## src/rtl/scan_display.sv

```systemverilog
// scan_display: eight-digit multiplexed 7-segment scanner. Digits are latched into shadow registers once per frame.
// Define LEADING_ZERO_BLANK_EN at build time to blank leading zeros; it is off by default.
module scan_display #(
   parameter int DIV       = 50000,
   parameter int BLANK_CYC = 4
) (
   input  logic       Clk,
   input  logic       Rst,
   input  logic [3:0] Din0,
   input  logic [3:0] Din1,
   input  logic [3:0] Din2,
   input  logic [3:0] Din3,
   input  logic [3:0] Din4,
   input  logic [3:0] Din5,
   input  logic [3:0] Din6,
   input  logic [3:0] Din7,
   input  logic       En,
   output logic [7:0] AN,
   output logic [6:0] SEG,
   output logic       Frame
);

   localparam logic [15:0] CNT_MAX   = 16'(DIV - 1);
   localparam logic [15:0] BLANK_LIM = 16'(BLANK_CYC);

   logic [15:0] r_cnt;
   logic [2:0]  r_idx;
   logic [3:0]  r_shadow [8];
   logic [7:0]  r_an;
   logic [6:0]  r_seg;
   logic        r_frame;

   logic [3:0]  w_din [8];
   logic        w_tick;
   logic        w_load;
   logic        w_blank;
   logic        w_lz_off;
   logic [3:0]  w_digit;
   logic [6:0]  w_glyph;
   logic [7:0]  w_an_next;
   logic [6:0]  w_seg_next;

   assign w_din[0] = Din0;
   assign w_din[1] = Din1;
   assign w_din[2] = Din2;
   assign w_din[3] = Din3;
   assign w_din[4] = Din4;
   assign w_din[5] = Din5;
   assign w_din[6] = Din6;
   assign w_din[7] = Din7;

   assign w_tick  = En && (r_cnt == CNT_MAX);
   assign w_load  = w_tick && (r_idx == 3'd7);
   assign w_digit = r_shadow[r_idx];

   generate
      if (BLANK_CYC == 0) begin : g_no_blank
         assign w_blank = 1'b0;
      end else begin : g_blank
         assign w_blank = (r_cnt < BLANK_LIM);
      end
   endgenerate

`ifdef LEADING_ZERO_BLANK_EN
   // A digit is a leading zero when it and every more significant shadow digit are zero.
   logic [7:0] w_zero;
   logic [7:0] w_lead_zero;
   genvar gi;
   generate
      for (gi = 0; gi < 8; gi++) begin : g_lz
         assign w_zero[gi] = (r_shadow[gi] == 4'h0);
         if (gi == 0) begin : g_lsd
            assign w_lead_zero[gi] = 1'b0;
         end else begin : g_upper
            assign w_lead_zero[gi] = &w_zero[7:gi];
         end
      end
   endgenerate
   assign w_lz_off = w_lead_zero[r_idx];
`else
   assign w_lz_off = 1'b0;
`endif

   always_comb begin
      w_glyph = 7'h7F;
      case (w_digit)
         4'h0: w_glyph = 7'h40;
         4'h1: w_glyph = 7'h79;
         4'h2: w_glyph = 7'h24;
         4'h3: w_glyph = 7'h30;
         4'h4: w_glyph = 7'h19;
         4'h5: w_glyph = 7'h12;
         4'h6: w_glyph = 7'h02;
         4'h7: w_glyph = 7'h78;
         4'h8: w_glyph = 7'h00;
         4'h9: w_glyph = 7'h10;
         4'hA: w_glyph = 7'h08;
         4'hB: w_glyph = 7'h03;
         4'hC: w_glyph = 7'h46;
         4'hD: w_glyph = 7'h21;
         4'hE: w_glyph = 7'h06;
         4'hF: w_glyph = 7'h0E;
         default: w_glyph = 7'h7F;
      endcase
   end

   // Segments stay valid through the blanking window; only the anode is held off.
   always_comb begin
      w_an_next  = 8'hFF;
      w_seg_next = 7'h7F;
      if (En && !w_lz_off) begin
         w_seg_next = w_glyph;
         if (!w_blank) begin
            w_an_next = ~(8'h01 << r_idx);
         end
      end
   end

   always_ff @(posedge Clk or posedge Rst) begin
      if (Rst) begin
         r_cnt   <= '0;
         r_idx   <= '0;
         r_an    <= 8'hFF;
         r_seg   <= 7'h7F;
         r_frame <= 1'b0;
      end else begin
         r_an    <= w_an_next;
         r_seg   <= w_seg_next;
         r_frame <= w_load;
         if (!En || (r_cnt == CNT_MAX)) begin
            r_cnt <= '0;
         end else begin
            r_cnt <= r_cnt + 16'd1;
         end
         if (w_tick) begin
            r_idx <= r_idx + 3'd1;
         end
      end
   end

   genvar si;
   generate
      for (si = 0; si < 8; si++) begin : g_shadow
         always_ff @(posedge Clk or posedge Rst) begin
            if (Rst) begin
               r_shadow[si] <= 4'h0;
            end else if (w_load) begin
               r_shadow[si] <= w_din[si];
            end
         end
      end
   endgenerate

   assign AN    = r_an;
   assign SEG   = r_seg;
   assign Frame = r_frame;

endmodule

```

## config.mk

```make
export PLATFORM = sky130hd
export DESIGN_NAME = scan_display
export DESIGN_NICKNAME = d
export VERILOG_FILES = /design/src/rtl/scan_display.sv
export SDC_FILE = /design/constraint.sdc
export NUM_CORES = 1
export LEC_CHECK = 0
export ABC_CLOCK_PERIOD_IN_PS = 2750
export BUFFER_PORTS_ARGS = -buffer_cell sky130_fd_sc_hd__buf_2
export CAP_MARGIN = 20
export CORE_MARGIN = 4
export CORE_UTILIZATION = 25
export CTS_BUF_LIST = sky130_fd_sc_hd__clkbuf_4 sky130_fd_sc_hd__clkbuf_8 sky130_fd_sc_hd__clkbuf_16
export DETAILED_ROUTE_END_ITERATION = 7
export GPL_ROUTABILITY_DRIVEN = 0
export PLACE_DENSITY = 0.49
export REMOVE_ABC_BUFFERS = 1
export SYNTH_ARGS = -nofsm -noshare
export SYNTH_HDL_FRONTEND = slang
export SYNTH_SLANG_ARGS = --single-unit
```

## constraint.sdc

```tcl
create_clock -name Clk -period 2.75 [get_ports Clk]
set_clock_uncertainty 0.15 [all_clocks]
set_input_delay 0.825 -clock Clk [delete_from_list [all_inputs] [get_ports Clk]]
set_output_delay 0.825 -clock Clk [all_outputs]
set_load 0.02 [all_outputs]
```

Yosys cells after proc, flatten, opt, wreduce, memory -nomap -nowiden
Memories as Yosys holds them, arrays and structs flattened.
Cells that the tools add are included.

operators by class
  reductions and logical operators = 4
  multiply operators = 0
  shift operators = 1
  divide/modulo/power cells = 0
  equal/unequal tests = 2
  add/sub/neg operators = 2
  bitwise operators = 2
  mux-type cells = 7
  order comparisons = 2

operators by type and width
  kind                                                          number
  adder 16 x 1 -> 16 bit (second input constant)                1
  equality test 16 bit (second input constant)                  1
  less-than comparator 16 x 3 -> 1 bit (second input constant)  1
  two-way mux 16 bit                                            1
  two-way mux 8 bit                                             2
  binary-select mux 4 bit (select 3 bit)                        1
  two-way mux 4 bit                                             2
  NOT 8 bit                                                     1
  left shift 1 x 3 -> 8 bit (first input constant)              1
  two-way mux 7 bit                                             1
  >= comparator 4 bit (second input constant)                   1
  NOT 3 -> 4 bit                                                1
  adder 3 x 1 -> 3 bit (second input constant)                  1
  equality test 3 bit (second input constant)                   1
  logical AND 1 bit                                             2
  logical NOT 1 bit                                             1
  logical OR 1 bit                                              1

storage, ports and cells
  bits of input ports = 35
  bits in writable memories = 0
  register bits = 67
  memories = 1
  bits in latches = 0
  output and inout bits = 16
  bits in read-only memories = 112

memories
  name              depth  bits a word  read ports  clocked after memory_dff  wr ports  RTL line  source
  (name not given)  16     7            1           0                         0         86        case (w_digit)

Depth between registers and ports, before layout
An unclocked memory read counts as a cell.

  depth in word-level cells = 6
  gate-level depth with buffers = 8
  gate-level depth less buffers = 7

Worst setup path before layout
No wires, ideal clock.

  path type = reg2reg
  start = reg r_idx[0]
  end = reg r_seg[2] (netlist: SEG[2])
  setup slack = 0.311 ns
  arrival time = 2.178 ns
  path buffers = 1
  period minus slack after synthesis = 2.439 ns
  cell stages (with the launch flop) = 7
  cells stage by stage = dfrtp_1 -> buf_4 -> mux4_2 -> mux2i_1 -> inv_1 -> ha_1 -> o311ai_0

between the ends
  word-level cells in the longest chain between the ends = 6

RTL lines
  item                                                   RTL line  source
  start, declared                                        27        logic [2:0] r_idx;
  start signal, assigned                                 136       r_idx <= r_idx + 3'd1;
  NOT 3 -> 4 bit (implied by the code)                   54        assign w_digit = r_shadow[r_idx];
  binary-select mux 4 bit (select 3 bit)                 54
  two-way mux 4 bit (implied by the code) (2 in series)  54
  memory (16 x 7 bit)                                    --
  two-way mux 7 bit                                      111       if (En && !w_lz_off) begin
  named net w_seg_next[2]                                41        logic [6:0] w_seg_next;
  end signal, assigned                                   128       r_seg <= w_seg_next;
  end, declared                                          30        logic [6:0] r_seg;

The timed path passes the listed nets, and every way through them passes these cells. The select of a mux whose other input is x is not followed.
A chain may end at the register's enable or synchronous reset.

Worst setup path after layout
  start = reg r_idx[0]
  end = reg r_seg[0] (netlist: SEG[0])

Same word-level chain as after synthesis.

==> summary.txt <==
Power and ir drop
  – Cell leakage power: 2.020 nW
  – PwrDens: 563.7 mW/mm^2
  – Pwr Total: 2.316 mW
  – Max VDD drop: 0.0002360 V

Timing
  – Tcrit/Tclk final: 92.18%
  – Period minus WS final: 2535 ps
  – Hold_ws: 331.4 ps
  – Final Hold Fails: 0
  – Slew headroom: 56.37%
  – Fmax: 0.3945 GHz
  – Max-slew violations: 0
  – Setup violators final: 0
  – Setup TNS: 0 ps
  – Worst-Margin Slew: 648.4 ps
  – RSZ-0062 raised after global routing: false

Clocking
  – Setup Fix Bufs, Post-CTS: 0
  – H-Tree Depth: 3
  – Clock transition at path regs: 60 ps
  – Skew-Pair Late Insertion Delay: 330 ps
  – Clock buffer count from CTS: 9
  – Clk buf depth: 2
  – CTS tree: built
  – Sink Count: 67
  – Post-CTS Resized: 0
  – CTS Hold Bufs: 0
  – Clk root buf: clkbuf_16

Layout
  – Leading cell types in the layout, fill and taps excluded: dfrtp_1, buf_2, mux2_4
  – Design area: 0.004108 sq mm
  – Nets@finish: 359
  – Final cell count without fillers: 489
  – Leading cell type in the layout, fill and taps excluded: dfrtp_1
  – Share of layout cells above drive strength 1: 41.96%
  – Layout overhead on the synthesized area: 24.26%
  – Antenna Diode Count: 0

Routing
  – DR vias/cell: 4.168
  – DRC errors left: 0
  – First-pass DRT Iterations: 6
  – Final WL: 6713 um
  – WL/cell: 13.73 um
  – Met2 WL post-DR: 2637 um
  – WL met1: 3591 um
  – Top Layer Used: met4
  – Vias: 2,038
  – DRT iter0 DRCs: 79
  – ANT nets after route: 0
  – Met3 wire length: 344 um

Synth
  – Post-Synth Simple-Gate Area: 11.32%
  – Mapped Area: 0.003306 sq mm
  – Top cells by area, synth: dfrtp_1, mux2_4, dfstp_2, ha_1, mux4_2
  – Library cells used by synthesis: 36
  – Leading area contributor after synthesis: dfrtp_1
  – Main synth FF type: dfrtp_1
  – Synth Area in Adders: 4.542%
  – EDFF count, synth: 0
  – Register area share after synthesis: 51.29%
  – Largest family of logic cells by synthesized area: multiplexers
  – Post-synthesis mux area share: 22.79%
  – #FFs+latches synth: 67
  – Asr flop ratio synth: 100.0%
  – Post-Synth XOR/XNOR Area: 3.974%
  – Yosys Warn Count: 0
  – Synth Area in Compound Gates: 2.914%
  – Mapped Cells: 254
  – Avg Cell Area, Syn: 13.01 sq um
  – Top cell type's share of synthesized area: 39.36%

Setup path
  – Worst reg2reg path startpoint: r_idx[0]
  – Worst Path Class, Setup: reg2reg
  – Crit-path max FO: 6
  – Setup crit end kind: flip-flop
  – Crit path launch: r_idx[0]
  – Worst EP required: 2850 ps
  – Arrival @ worst endpoint: 2630 ps
  – CP Launch Type: flip-flop

Min path
  – Hold Crit Class: reg2reg
  – Hold_sp: r_cnt[0]

Floorplanning
  – Placeable Area: 0.01277 sq mm
  – Initial core utilization: 25.88%
  – Num ports: 51
  – Site row count: 41
  – Die Wd: 123.0 um
  – Die height: 123.0 um
  – Die footprint: 0.01513 sq mm

Global routing
  – First-pass GRT wire length: 11,250 um
  – Overflow after GRT: 0
  – GRT Total Usage: 9.906%
  – Antenna violations before repair: 0
  – Largest net degree at the start of global routing: 68
  – Vias in the first global route: 2,113

Run status
  – Status: completed

Placement
  – IO buf count: 50
  – Dpl cell area: 0.003781 sq mm
  – DP HPWL: 4813 um
  – Dpl cells: 473

Run
  – Max_cap viols: 0
## final cells by class
type	instances	area, sq um
Multi-Input combinational cell	167	1505
Sequential cell	67	1695
Inverter	10	37.54
Fill cell	1301	8666
Timing Repair Buffer	57	327.8
Clock inverter	3	41.29
Clock buffer	13	285.3
Tap cell	172	215.2
## kinds of logic after synthesis
logic type | after synthesis
fa+ha+maj | 12
compound gates | 12
flops | 67
simple gates | 77
buf+inv | 20
mux | 51
xor+xnor | 15
## per-stage QoR
stage	utilization [%]	setup WS, ps
6_report	32.16	215.1
3_5_place_dp	29.60	254.7
4_1_cts	32.16	233.4
2_1_floorplan	-	112.9
5_1_grt	32.16	37.78
3_3_place_gp	29.60	309.4
## registers in the layout, indices dropped and copies added, names as in the netlist
register and cells:
SEG 7, r_shadow 32, r_cnt 16, Frame 1, AN 8, r_idx 3
## Yosys cell counts, types with 3 or more instances
master / n
mux2_2: 4
xnor2_1: 7
clkbuf_1: 3
buf_2: 3
nor2_1: 22
inv_1: 10
xor2_1: 8
nand3_1: 11
dfstp_2: 15
nand4_1: 4
nand2_1: 20
o211ai_1: 3
mux2i_1: 10
mux4_2: 6
nor4_1: 3
dfrtp_1: 52
and3_1: 5
nor3_1: 4
buf_6: 3
mux2_4: 30
ha_1: 12
## critical path, cell delays in order (launching register included)
cell and delay [ps]:
dfrtp_1 510, mux4_2 540, mux2i_1 440, ha_1 350
mux2i_1 110, and3_1 190, a41oi_1 160
## worst paths after layout
check,endpoint,slack [ps],depth (start not counted)
worst max-delay path,SEG[0],220,6
min in group asynchronous,r_cnt[4],410,3
worst min register to register,r_cnt[0],330,1
max in group asynchronous,SEG[1],1710,3
worst min-delay path,r_cnt[0],330,1
worst max register to register,SEG[0],220,6
## where the power goes
group	total [mW]	internal [mW]	switching [mW]
Clock	1.23	0.815	0.414
Sequential	1.00	1.00	0.00492
Combinational	0.0818	0.0323	0.0494
Total	2.32	1.85	0.469
## routing by layer
layer  global-route usage, %  vias to the layer above
met5                       0                        -
met4                   4.983                        0
met3                   3.751                       10
met2                   12.61                       47
met1                   14.39                      967
li1                        -                     1014
Note: power is estimated with default switching activity, not from simulation.
